### config.mk
export PLATFORM = sky130hd
export DESIGN_NAME = multicycle_cu_flat
export DESIGN_NICKNAME = d
export VERILOG_FILES = /design/src/rtl/cpu_pkg.sv /design/src/rtl/multicycle_cu_if.sv /design/src/rtl/mc_cu_decode.sv /design/src/rtl/multicycle_cu.sv /design/src/flat_wrapper.sv
export SDC_FILE = /design/constraint.sdc
export NUM_CORES = 1
export LEC_CHECK = 0
export CAP_MARGIN = 5
export CORE_MARGIN = 2
export CORE_UTILIZATION = 30
export CTS_BUF_LIST = sky130_fd_sc_hd__clkbuf_4 sky130_fd_sc_hd__clkbuf_8
export CTS_CLUSTER_SIZE = 28
export DETAILED_ROUTE_END_ITERATION = 7
export GPL_TIMING_DRIVEN = 0
export SYNTH_ARGS = -nofsm -noshare
export SYNTH_HDL_FRONTEND = slang
export SYNTH_SLANG_ARGS = --single-unit
### constraint.sdc
create_clock -name Clock -period 2.35 [get_ports Clock]
set_input_delay 0.47 -clock Clock [delete_from_list [all_inputs] [get_ports Clock]]
set_output_delay 0.47 -clock Clock [all_outputs]
set_load 0.02 [all_outputs]
### src/rtl/cpu_pkg.sv
// Shared definitions for the multicycle control unit.
//   - opcode constants (instruction bits [23:18])
//   - FSM state enumeration (4-bit, exported on the State debug port)
//   - ALUSrcB, AluOp and PCSource encodings
//   - ctrl_t: bundle of all datapath controls produced by the output decoder
package cpu_pkg;

    localparam logic [5:0] OP_RTYPE = 6'b000000;
    localparam logic [5:0] OP_LW    = 6'b100011;
    localparam logic [5:0] OP_SW    = 6'b101011;
    localparam logic [5:0] OP_BEQ   = 6'b000100;
    localparam logic [5:0] OP_ADDI  = 6'b001000;
    localparam logic [5:0] OP_J     = 6'b000010;

    typedef enum logic [3:0] {
        FETCH     = 4'd0,
        DECODE    = 4'd1,
        EXEC_R    = 4'd2,
        ADDR      = 4'd3,
        EXEC_BEQ  = 4'd4,
        EXEC_ADDI = 4'd5,
        JUMP      = 4'd6,
        MEM_RD    = 4'd7,
        MEM_WR    = 4'd8,
        WB_R      = 4'd9,
        WB_MEM    = 4'd10,
        WB_ADDI   = 4'd11,
        TRAP      = 4'd12
    } state_t;

    typedef enum logic [1:0] {
        ALUOP_ADD   = 2'b00,
        ALUOP_SUB   = 2'b01,
        ALUOP_FUNCT = 2'b10,
        ALUOP_ADDI  = 2'b11
    } aluOp_t;

    typedef enum logic [1:0] {
        SRCB_REG = 2'b00,
        SRCB_ONE = 2'b01,
        SRCB_IMM = 2'b10
    } aluSrcB_t;

    typedef enum logic [1:0] {
        PCSRC_ALU    = 2'b00,
        PCSRC_ALUOUT = 2'b01,
        PCSRC_JUMP   = 2'b10
    } pcSource_t;

    typedef struct packed {
        logic      pcWrite;
        logic      pcWriteCond;
        logic      iorD;
        logic      irWrite;
        logic      memRead;
        logic      memWrite;
        logic      memToReg;
        logic      regDst;
        logic      regWrite;
        logic      aluSrcA;
        aluSrcB_t  aluSrcB;
        aluOp_t    aluOp;
        pcSource_t pcSource;
    } ctrl_t;

endpackage

### src/rtl/multicycle_cu_if.sv
// Bus between the multicycle control unit and its datapath.
//   master : datapath side (drives OPCODE/Zero/MemReady, receives controls)
//   slave  : control unit side
// Illegal exists only when MULTICYCLE_CU_TRAP_EN is defined.
interface multicycle_cu_if;

    logic [5:0] OPCODE;
    logic       Zero;
    logic       MemReady;

    logic       PCWrite;
    logic       PCWriteCond;
    logic       IorD;
    logic       IRWrite;
    logic       MemRead;
    logic       MemWrite;
    logic       MemToReg;
    logic       RegDst;
    logic       RegWrite;
    logic       ALUSrcA;
    logic [1:0] ALUSrcB;
    logic [1:0] AluOp;
    logic [1:0] PCSource;
    logic [3:0] State;
`ifdef MULTICYCLE_CU_TRAP_EN
    logic       Illegal;

    modport master (
        output OPCODE, Zero, MemReady,
        input  PCWrite, PCWriteCond, IorD, IRWrite, MemRead, MemWrite, MemToReg,
               RegDst, RegWrite, ALUSrcA, ALUSrcB, AluOp, PCSource, State, Illegal
    );

    modport slave (
        input  OPCODE, Zero, MemReady,
        output PCWrite, PCWriteCond, IorD, IRWrite, MemRead, MemWrite, MemToReg,
               RegDst, RegWrite, ALUSrcA, ALUSrcB, AluOp, PCSource, State, Illegal
    );
`else
    modport master (
        output OPCODE, Zero, MemReady,
        input  PCWrite, PCWriteCond, IorD, IRWrite, MemRead, MemWrite, MemToReg,
               RegDst, RegWrite, ALUSrcA, ALUSrcB, AluOp, PCSource, State
    );

    modport slave (
        input  OPCODE, Zero, MemReady,
        output PCWrite, PCWriteCond, IorD, IRWrite, MemRead, MemWrite, MemToReg,
               RegDst, RegWrite, ALUSrcA, ALUSrcB, AluOp, PCSource, State
    );
`endif

endinterface

### src/rtl/mc_cu_decode.sv
// Moore output decoder for the multicycle control unit.
// Ports:
//   state    in   current FSM state
//   memReady in   gates IRWrite/PCWrite in FETCH
//   zero     in   gates the PC write in EXEC_BEQ
//   ctrl     out  all datapath controls
//   illegal  out  high in TRAP (only with MULTICYCLE_CU_TRAP_EN)
module mc_cu_decode
    import cpu_pkg::*;
(
    input  state_t state,
    input  logic   memReady,
    input  logic   zero,
`ifdef MULTICYCLE_CU_TRAP_EN
    output logic   illegal,
`endif
    output ctrl_t  ctrl
);

    always_comb begin
        ctrl = '0;
`ifdef MULTICYCLE_CU_TRAP_EN
        illegal = 1'b0;
`endif
        case (state)
            FETCH: begin
                ctrl.memRead  = 1'b1;
                ctrl.aluSrcB  = SRCB_ONE;
                ctrl.irWrite  = memReady;
                ctrl.pcWrite  = memReady;
            end
            DECODE: begin
                ctrl.aluSrcB  = SRCB_IMM;
            end
            EXEC_R: begin
                ctrl.aluSrcA  = 1'b1;
                ctrl.aluOp    = ALUOP_FUNCT;
            end
            ADDR: begin
                ctrl.aluSrcA  = 1'b1;
                ctrl.aluSrcB  = SRCB_IMM;
            end
            EXEC_BEQ: begin
                ctrl.aluSrcA     = 1'b1;
                ctrl.aluOp       = ALUOP_SUB;
                ctrl.pcWriteCond = 1'b1;
                ctrl.pcSource    = PCSRC_ALUOUT;
                // Branch resolved here so the datapath sees a ready-made PC write.
                ctrl.pcWrite     = zero;
            end
            EXEC_ADDI: begin
                ctrl.aluSrcA  = 1'b1;
                ctrl.aluSrcB  = SRCB_IMM;
                ctrl.aluOp    = ALUOP_ADDI;
            end
            JUMP: begin
                ctrl.pcWrite  = 1'b1;
                ctrl.pcSource = PCSRC_JUMP;
            end
            MEM_RD: begin
                ctrl.memRead  = 1'b1;
                ctrl.iorD     = 1'b1;
            end
            MEM_WR: begin
                ctrl.memWrite = 1'b1;
                ctrl.iorD     = 1'b1;
            end
            WB_R: begin
                ctrl.regDst   = 1'b1;
                ctrl.regWrite = 1'b1;
            end
            WB_MEM: begin
                ctrl.memToReg = 1'b1;
                ctrl.regWrite = 1'b1;
            end
            WB_ADDI: begin
                ctrl.regWrite = 1'b1;
            end
            TRAP: begin
`ifdef MULTICYCLE_CU_TRAP_EN
                illegal = 1'b1;
`endif
            end
            default: ;
        endcase
    end

endmodule

### src/rtl/multicycle_cu.sv
// Multicycle CPU control unit: state register and next-state logic.
// Output decoding lives in mc_cu_decode.
// Ports:
//   Clock  in  system clock, rising edge
//   Reset  in  asynchronous active-high reset; forces FETCH, all controls 0
//   bus    multicycle_cu_if.slave (OPCODE/Zero/MemReady in, controls/State out)
// Build option: MULTICYCLE_CU_TRAP_EN -- undefined opcodes park in TRAP with
// a sticky Illegal flag; otherwise they retire as a NOP back to FETCH.
module multicycle_cu (
    input  logic           Clock,
    input  logic           Reset,
    multicycle_cu_if.slave bus
);
    import cpu_pkg::*;

    state_t state;
    state_t nextState;
    ctrl_t  dec;
    ctrl_t  act;
`ifdef MULTICYCLE_CU_TRAP_EN
    logic   illegal;
`endif

    always_ff @(posedge Clock or posedge Reset) begin
        if (Reset) state <= FETCH;
        else       state <= nextState;
    end

    always_comb begin
        nextState = state;
        case (state)
            FETCH:     if (bus.MemReady) nextState = DECODE;
            DECODE: begin
                case (bus.OPCODE)
                    OP_RTYPE:     nextState = EXEC_R;
                    OP_LW, OP_SW: nextState = ADDR;
                    OP_BEQ:       nextState = EXEC_BEQ;
                    OP_ADDI:      nextState = EXEC_ADDI;
                    OP_J:         nextState = JUMP;
`ifdef MULTICYCLE_CU_TRAP_EN
                    default:      nextState = TRAP;
`else
                    default:      nextState = FETCH;
`endif
                endcase
            end
            EXEC_R:    nextState = WB_R;
            ADDR:      nextState = (bus.OPCODE == OP_SW) ? MEM_WR : MEM_RD;
            EXEC_BEQ:  nextState = FETCH;
            EXEC_ADDI: nextState = WB_ADDI;
            JUMP:      nextState = FETCH;
            MEM_RD:    if (bus.MemReady) nextState = WB_MEM;
            MEM_WR:    if (bus.MemReady) nextState = FETCH;
            WB_R:      nextState = FETCH;
            WB_MEM:    nextState = FETCH;
            WB_ADDI:   nextState = FETCH;
`ifdef MULTICYCLE_CU_TRAP_EN
            TRAP:      nextState = TRAP;
`else
            TRAP:      nextState = FETCH;
`endif
            default:   nextState = FETCH;
        endcase
    end

    mc_cu_decode uDecode (
        .state    (state),
        .memReady (bus.MemReady),
        .zero     (bus.Zero),
`ifdef MULTICYCLE_CU_TRAP_EN
        .illegal  (illegal),
`endif
        .ctrl     (dec)
    );

    // State is already FETCH during reset, but FETCH drives MemRead; gate
    // everything so the datapath sees a fully quiet bus while Reset is high.
    assign act = Reset ? '0 : dec;

    assign bus.PCWrite     = act.pcWrite;
    assign bus.PCWriteCond = act.pcWriteCond;
    assign bus.IorD        = act.iorD;
    assign bus.IRWrite     = act.irWrite;
    assign bus.MemRead     = act.memRead;
    assign bus.MemWrite    = act.memWrite;
    assign bus.MemToReg    = act.memToReg;
    assign bus.RegDst      = act.regDst;
    assign bus.RegWrite    = act.regWrite;
    assign bus.ALUSrcA     = act.aluSrcA;
    assign bus.ALUSrcB     = act.aluSrcB;
    assign bus.AluOp       = act.aluOp;
    assign bus.PCSource    = act.pcSource;
    assign bus.State       = state;
`ifdef MULTICYCLE_CU_TRAP_EN
    assign bus.Illegal     = illegal;
`endif

endmodule

### src/flat_wrapper.sv
// flat-port wrapper written by rule: the top's interface ports become plain ports
module multicycle_cu_flat import cpu_pkg::*;
  (Clock, Reset, bus_OPCODE, bus_Zero, bus_MemReady, bus_PCWrite, bus_PCWriteCond, bus_IorD, bus_IRWrite, bus_MemRead, bus_MemWrite, bus_MemToReg, bus_RegDst, bus_RegWrite, bus_ALUSrcA, bus_ALUSrcB, bus_AluOp, bus_PCSource, bus_State);
  multicycle_cu_if bus_i ();
  input  logic Clock;
  input  logic Reset;
  input wire logic [$bits(bus_i.OPCODE)-1:0] bus_OPCODE;
  input wire logic [$bits(bus_i.Zero)-1:0] bus_Zero;
  input wire logic [$bits(bus_i.MemReady)-1:0] bus_MemReady;
  output wire logic [$bits(bus_i.PCWrite)-1:0] bus_PCWrite;
  output wire logic [$bits(bus_i.PCWriteCond)-1:0] bus_PCWriteCond;
  output wire logic [$bits(bus_i.IorD)-1:0] bus_IorD;
  output wire logic [$bits(bus_i.IRWrite)-1:0] bus_IRWrite;
  output wire logic [$bits(bus_i.MemRead)-1:0] bus_MemRead;
  output wire logic [$bits(bus_i.MemWrite)-1:0] bus_MemWrite;
  output wire logic [$bits(bus_i.MemToReg)-1:0] bus_MemToReg;
  output wire logic [$bits(bus_i.RegDst)-1:0] bus_RegDst;
  output wire logic [$bits(bus_i.RegWrite)-1:0] bus_RegWrite;
  output wire logic [$bits(bus_i.ALUSrcA)-1:0] bus_ALUSrcA;
  output wire logic [$bits(bus_i.ALUSrcB)-1:0] bus_ALUSrcB;
  output wire logic [$bits(bus_i.AluOp)-1:0] bus_AluOp;
  output wire logic [$bits(bus_i.PCSource)-1:0] bus_PCSource;
  output wire logic [$bits(bus_i.State)-1:0] bus_State;
  assign bus_i.OPCODE = bus_OPCODE;
  assign bus_i.Zero = bus_Zero;
  assign bus_i.MemReady = bus_MemReady;
  assign bus_PCWrite = bus_i.PCWrite;
  assign bus_PCWriteCond = bus_i.PCWriteCond;
  assign bus_IorD = bus_i.IorD;
  assign bus_IRWrite = bus_i.IRWrite;
  assign bus_MemRead = bus_i.MemRead;
  assign bus_MemWrite = bus_i.MemWrite;
  assign bus_MemToReg = bus_i.MemToReg;
  assign bus_RegDst = bus_i.RegDst;
  assign bus_RegWrite = bus_i.RegWrite;
  assign bus_ALUSrcA = bus_i.ALUSrcA;
  assign bus_ALUSrcB = bus_i.ALUSrcB;
  assign bus_AluOp = bus_i.AluOp;
  assign bus_PCSource = bus_i.PCSource;
  assign bus_State = bus_i.State;
  multicycle_cu u_core (.Clock(Clock), .Reset(Reset), .bus(bus_i));
endmodule
# Word-level counts from Yosys, hierarchy flattened
# Cells that the tools add are included.
# op_classes
n_eq_ne	19
muxes	20
reduce_logical	9
# op_table
operator	count
$pmux W4 S7	1
$eq A4 B3 Y1 const B	4
$eq A4 B4 Y1 const B	4
$mux W16	1
$mux W4	4
$pmux W3 S5	1
$eq A6 B6 Y1 const B	2
$mux W1	9
$eq A4 B2 Y1 const B	2
$pmux W2 S2	2
$eq A6 B2 Y1 const B	1
$eq A6 B3 Y1 const B	1
$eq A6 B4 Y1 const B	1
$logic_not A6 Y1	1
$ne A2 B2 Y1 const B	3
$pmux W2 S3	1
$reduce_or A2 Y1	3
$reduce_or A3 Y1	2
$eq A4 B1 Y1 const B	1
$logic_not A4 Y1	1
$reduce_or A4 Y1	1
$pmux W1 S3	1
$reduce_and A3 Y1	1
# totals
reg_bits	4
in_bits	10
out_inout_bits	20

# Logic depth before layout (Yosys ltp)
# Gate-level depths: netlist of the first run.
# depth
depth_word	4
ltp_mapped	5

# Hierarchy
# A second synthesis of the first run with hierarchy kept.
# unflattened
cells_unflattened	89
area_unflattened_um2	620.6
# by_module_without_submodules
mod	n_inst	cells_each	area_each_um2
multicycle_cu	1	56	412.9
mc_cu_decode	1	33	207.7

# Least setup slack after synthesis of the first run
# OpenSTA, ideal clock, no wires.
# synth_timing
path_kind	register to output
start	register u_core.state[3] (netlist: u_core.bus.State[3])
end	output port bus_PCSource[0]
t_arrival_ns	1.693
slack_ns	0.187
stages_incl_launch_ff	5
cell_sequence	dfrtp_1 > or2_1 > buf_6 > nor4b_2 > buf_4
# synth_via
elab_chain_cells	3
word_cells_on_any_way	4
cone_classes	eq/ne (2); mux (2)
# synth_rtl
element	line	rtl
start, declared	multicycle_cu.sv:16	state_t state;
start signal, assigned	multicycle_cu.sv:26	else state <= nextState;
$eq A4 B3 Y1	mc_cu_decode.sv:25	case (state)
$pmux W2 S2 (*)	mc_cu_decode.sv:25	
$mux W16 (*)	multicycle_cu.sv:78	assign act = Reset ? '0 : dec;
end, declared	flat_wrapper.sv:22	output wire logic [$bits(bus_i.PCSource)-1:0] bus_PCSource;
# Mark *: on every way between the ends. The rest lies on a longest branch, timed or not.

# Final worst setup path of the first run
# layout_timing
start	input port Reset
end	output port bus_PCSource[0]
# layout_via
elab_chain_cells	1
# layout_rtl
element	line	rtl
start, declared	flat_wrapper.sv:6	input logic Reset;
$mux W16	multicycle_cu.sv:78	
# No other way between the ends.

==> impl_metrics.toml, run 1 <==
[status]
outcome = "completed"

[clocking]
post_cts_buffers = 0
cts_tree = "yes"
ctsRootBufferMaster = "clkbuf_4"
cts-buffers-inserted = 3
clk_latency_ns = 0.23
clk_path_buf_depth = 2
htree_num_levels = 1
holdBufCountCts = 0
clock_sinks = 4
path_clk_slew_ns = 0.04

[place]
port_buffers = 29
gp_congestion = 0.7118
placed_area_um2 = 888.4
dp_hpwl_um = 1167
placed_cells = 128

[final_layout]
fill_cells = 190
layout_common_cells = "14 x clkdlybuf4s50_1, 12 x nor2_1, 11 x dlygate4sd2_1"
drive_gt1_frac = 0.2170
final_common_cell = "clkdlybuf4s50_1"
final_cell_area_um2 = 879.6
insertedDiodeCount = 0
area_delta_synth_final_pct = 55.19
utilization = 0.5039
largest_reg_flops = 4
fin_nets = 118
layoutNonFillerInstCount = 131

[global_route]
grt_pass1_vias = 540
antenna_found_initial = 0
grt_start_max_net_pins = 11
grt_pass1_wl_um = 2346
overflow = 0
grt_usage = 0.1441

[floorplan]
rows = 15
die_w_um = 47.47
start_util = 0.3247
die-area_um2 = 2253
fp.dieH_um = 47.47
io_pins = 30
core-area_um2 = 1745

[setup_path]
cpPeakStageDelay_ns = 0.45
critPathLaunch = "Reset"
crit_end = "bus_PCSource[0]"
path_cells = "clkdlybuf4s50_1 > or2_1 > buf_6 > nor4b_2 > buf_4 > buf_4"
worstPathArrival_ns = 1.86
r2r_cells = 5
path_class = "input port to output pin"
cp_common_cell = "buf_4"
end_kind = "output pin"
r2r_slack_ns = 1.03
start_kind = "input port"
required_ns = 1.88
crit_fanout = 8
r2r-end = "u_core.bus.State[0]"
crit_slowest_cell = "clkdlybuf4s50_1"
r2r-start = "u_core.bus.State[1]"

[routing]
dr_total_vias = 635
drc_errors = 0
firstDrtPassIters = 4
drt_wl_total_um = 1509
wire_per_inst_um = 11.52
ant_nets = 0
via_per_inst = 4.847
drt_iter0_drc = 11

[yosys]
ys_types = 33
ys_ff_latch = 4
ys_warn_count = 0
postSynthAreaPerCell_um2 = 7.659
syn_nets = 84
synth-seq-area-share = 0.1766
syn_inst = 74
syn_area_um2 = 566.8

[sta]
whs_ns = 0.4922
worstMarginPinSlew_ns = 0.2914
min_period_ns = 2.326
tns_ns = 0
clock_skew_ns = 0.001343
max_freq_ghz = 0.4299
rsz0062_at_grt = "yes"
finalCritPeriodShare = 0.9897
setup_viol = 0
relSlewSlack = 0.8032
slew_viol_final = 0
hold_viol_final = 0

[run]
drv_cap = 0

[pwr]
p_sw_uw = 369.4
leakagePower_nw = 0.3878
p_per_area_nw_per_um2 = 871.6
peakVddDrop_uv = 457.1
pwr-share-clk = 0.107
p_int_uw = 397.3
pwr-share-comb = 0.730
seqPwrFrac = 0.164
p_sw_frac = 0.4818

[worst_hold_path]
min_path_type = "input port to async pin"
[critical path: cells and delay by family]
family	cells	cell delay, ns
buffers and inverters	4	0.86
and+or+nand+nor	2	0.51
[layout make-up]
class	instances	area, um2	share of cell area
plain buffers	7	58.81	0.06686
well taps	25	31.28	0.03556
multi-input cells	60	396.6	0.4509
flip-flops and latches	4	100.1	0.1138
inverters	3	11.26	0.01280
clock buffers	3	22.52	0.02560
repair buffers	29	259.0	0.2945
[logic make-up after synthesis]
group,share of synthesized area
compound gates,0.1810
flops,0.1766
buf+inv,0.1236
simple gates,0.4834
mux,0.01987
xor+xnor,0.01546
[worst min path at each step]
stage / startpoint / endpoint / slack, ns / cells past startpoint
floorplan: Reset / u_core.bus.State[0] / 0.25 / 1
global placement: u_core.bus.State[3] / u_core.bus.State[0] / 0.64 / 1
detailed placement: u_core.bus.State[3] / u_core.bus.State[0] / 0.65 / 1
CTS: Reset / u_core.bus.State[3] / 0.49 / 2
global route: Reset / u_core.bus.State[3] / 0.50 / 2
finish: Reset / u_core.bus.State[3] / 0.49 / 2
[metal layers]
layer	vias to the layer above	wire (um)	global-route usage
met3	0	72	0.03396
met2	22	716	0.2405
met4	0	0	0.01667
met1	285	720	0.1950
li1	328	-	-
met5	-	0	0
[cells in the mapped netlist]
| cell type | n | area, um2 |
|---|---|---|
| nor2b_1 | 1 | 6.260 |
| mux2_2 | 1 | 11.26 |
| o21ai_0 | 4 | 20.02 |
| o21ai_1 | 1 | 5.000 |
| nand3_2 | 1 | 10.01 |
| or3_1 | 2 | 12.51 |
| xor2_1 | 1 | 8.760 |
| a21oi_1 | 3 | 15.01 |
| buf_4 | 2 | 15.01 |
| and2_1 | 1 | 6.260 |
| or2_1 | 1 | 6.260 |
| inv_1 | 3 | 11.26 |
| nor4_4 | 1 | 21.27 |
| nand3_1 | 2 | 10.01 |
| and3_1 | 2 | 12.51 |
| nor3_4 | 1 | 16.27 |
| a211oi_1 | 3 | 22.52 |
| o41ai_1 | 1 | 8.760 |
| nand3b_1 | 2 | 15.01 |
| nor3b_1 | 2 | 15.01 |
| clkbuf_2 | 1 | 5.000 |
| o41ai_2 | 1 | 16.27 |
| nand2b_1 | 3 | 18.77 |
| nor2_1 | 12 | 45.04 |
| buf_6 | 3 | 33.78 |
| nor4b_2 | 2 | 30.03 |
| and3_4 | 1 | 11.26 |
| buf_2 | 1 | 5.000 |
| dfrtp_1 | 4 | 100.1 |
| nor3_1 | 3 | 15.01 |
| o2111ai_1 | 1 | 8.760 |
| a31oi_1 | 1 | 6.260 |
| nand2_1 | 6 | 22.52 |
[what timing repair did]
item / 4_1_cts / 5_1_grt
pin swaps: 0 / 0
resized for setup: 22 / 4
setup endpoints to repair: 16 / 4
[stage by stage]
| stage | power [mW] | setup slack, ns |
|---|---|---|
| floorplan | 0.5000 | 0.1872 |
| global placement | 0.7179 | -0.4273 |
| detailed placement | 0.7177 | -0.4297 |
| CTS | 0.7753 | -0.009906 |
| global route | 0.8306 | -0.05706 |
| finish | 0.7667 | 0.02411 |
[power groups by stage]
| stage | logic [mW] | clock network [mW] | registers (mW) |
|---|---|---|---|
| floorplan | 0.352 | 0 | 0.148 |
| global placement | 0.594 | 0 | 0.123 |
| detailed placement | 0.593 | 0 | 0.124 |
| CTS | 0.565 | 0.0864 | 0.124 |
| global route | 0.607 | 0.0945 | 0.129 |
| finish | 0.559 | 0.0820 | 0.125 |
Power figures use the tool's default switching activity.
==> inputs of run 2 (changes only) <==
--- a/config.mk
+++ b/config.mk
@@ -5,7 +5,6 @@
 export SDC_FILE = /design/constraint.sdc
 export NUM_CORES = 1
 export LEC_CHECK = 0
-export CAP_MARGIN = 5
 export CORE_MARGIN = 2
 export CORE_UTILIZATION = 30
 export CTS_BUF_LIST = sky130_fd_sc_hd__clkbuf_4 sky130_fd_sc_hd__clkbuf_8
==> results of run 2 <==
Same layout as run 1: the final DEF is identical, and so are final timing and power.
==> inputs of run 3 (changes only) <==
--- a/config.mk
+++ b/config.mk
@@ -11,6 +11,7 @@
 export CTS_CLUSTER_SIZE = 28
 export DETAILED_ROUTE_END_ITERATION = 7
 export GPL_TIMING_DRIVEN = 0
+export PLACE_DENSITY_LB_ADDON = 0.2
 export SYNTH_ARGS = -nofsm -noshare
 export SYNTH_HDL_FRONTEND = slang
 export SYNTH_SLANG_ARGS = --single-unit
==> run 3 against run 2 <==
Sequential share of layout area decreased by 0.25 points. Wire length decreased by 4.4%. Worst setup slack improved by 0.11 ns. Sequential cell count unchanged. First-iteration DRC count decreased by 27%. Hold slack got worse by 0.33 ns. Via count increased by 2.2%. Total power about the same. Die area unchanged. Non-clock buffer count unchanged. Maximum frequency increased by 4.9%. Clock skew increased by 0.0035 ns. Critical path type unchanged. Largest power group unchanged.
==> impl_metrics.toml, run 3 (synthesis gave the netlist of run 1 again) <==
[floorplan]
core-area_um2 = 1745
fp.dieH_um = 47.47
start_util = 0.3247
die_w_um = 47.47
io_pins = 30
rows = 15
die-area_um2 = 2253

[global_route]
grt_start_max_net_pins = 11
grt_pass1_wl_um = 2380
overflow = 0
grt_pass1_vias = 567
grt_usage = 0.1494
antenna_found_initial = 0

[place]
port_buffers = 29
pre_cts_ws_ns = -0.4275
dp_hpwl_um = 1171
gp_congestion = 0.7089

[sta]
finalWorstSetupSlack_ns = 0.1323
hold_viol_final = 0
rsz0062_at_grt = "no"
min_period_ns = 2.218
whs_ns = 0.1646
max_freq_ghz = 0.4509
relSlewSlack = 0.8162
slew_viol_final = 0
clock_skew_ns = 0.004853
worstMarginPinSlew_ns = 0.2755
setup_viol = 0
tns_ns = 0
finalCritPeriodShare = 0.9437

[pwr]
pwr-share-comb = 0.732
p_sw_uw = 365.4
p_int_uw = 401.9
seqPwrFrac = 0.160
p_per_area_nw_per_um2 = 852.9
pwr-share-clk = 0.108
p_sw_frac = 0.4763
peakVddDrop_uv = 731.2
leakagePower_nw = 0.4253

[setup_path]
path_class = "input port to output pin"
end_kind = "output pin"
worstPathArrival_ns = 1.75
required_ns = 1.88
start_kind = "input port"
crit_fanout = 7

[final_layout]
fin_nets = 118
insertedDiodeCount = 0
layout_common_cells = "12 x nor2_1, 12 x clkdlybuf4s50_1, 10 x dlygate4sd2_1"
area_delta_synth_final_pct = 58.72
drive_gt1_frac = 0.2170
largest_reg_flops = 4

[status]
outcome = "completed"

[run]
drv_cap = 0

[clocking]
cts-buffers-inserted = 3
clock_sinks = 4
path_clk_slew_ns = 0.04
clk_path_buf_depth = 2
ctsRootBufferMaster = "clkbuf_4"
clk_latency_ns = 0.23
cts_tree = "yes"
holdBufCountCts = 0
htree_num_levels = 1
post_cts_buffers = 0

[routing]
drt_iter0_drc = 8
ant_nets = 0
dr_total_vias = 649
drt_wl_total_um = 1443
drc_errors = 0
via_per_inst = 4.954
wire_per_inst_um = 11.02
firstDrtPassIters = 4

[worst_hold_path]
min_path_type = "input port to async pin"
==> run 3: cell types whose count changed in the layout (fill, tap and decap cells not counted), sizes merged <==
cell	before	now
buf	8	7
clkbuf	6	7
clkdlybuf4s50	14	12
dlygate4sd2	11	10
dlymetal6s2s	0	3
==> run 3: worst paths after layout <==
path,startpoint,to,slack (ns),cells past startpoint
max,bus_MemReady,bus_PCWrite,0.13,4
max reg2reg,u_core.bus.State[1],u_core.bus.State[0],1.08,5
min in group Clock,u_core.bus.State[3],u_core.bus.State[0],0.65,1
min,Reset,u_core.bus.State[3],0.16,2
min reg2reg,u_core.bus.State[3],u_core.bus.State[0],0.65,1
max in group asynchronous,Reset,u_core.bus.State[1],2.05,2
==> run 3: per-layer routing <==
metal  track usage  vias up  share of wire
li1              -      334              -
met1        0.1899      297           0.44
met2        0.2486       18           0.51
met3       0.05660        0          0.051
met4       0.01667        0              0
met5             0        -              0
==> run 3: layout make-up <==
class,instances,area (um2)
plain buffers,7,61.31
clock buffers,3,22.52
fillers,189,845.8
inverters,3,11.26
multi-input cells,60,405.4
flip-flops and latches,4,100.1
well taps,25,31.28
repair buffers,29,267.8
==> run 3: critical path, cell delays in order <==
cell	delay (ns)
clkdlybuf4s50_1	0.61
nand2_1	0.10
a211oi_1	0.21
dlygate4sd2_1	0.36
==> run 3: power groups by stage <==
stage                     clock, mW  sequential, mW  combinational [mW]
final                        0.0827           0.123               0.562
after global placement            0           0.124               0.590
after CTS                    0.0865           0.123               0.562
after detailed placement          0           0.124               0.590
after global routing         0.0955           0.129               0.619
after floorplan                   0           0.148               0.352
==> run 3: repair_timing <==
item | CTS | global route
setup endpoints to repair | 16 | 7
resized for setup | 21 | 9
endpoints found under the hold margin | 0 | 0
==> run 3: through the flow <==
stage          instances    util  area (um2)  power, mW
2_1_floorplan         74       -       566.8     0.5000
4_1_cts              131  0.5097       889.6     0.7711
5_1_grt              131  0.5154       899.6     0.8433
3_5_place_dp         128  0.5090       888.4     0.7140
6_report             131  0.5154       899.6     0.7673
3_3_place_gp         128  0.5090       888.4     0.7134
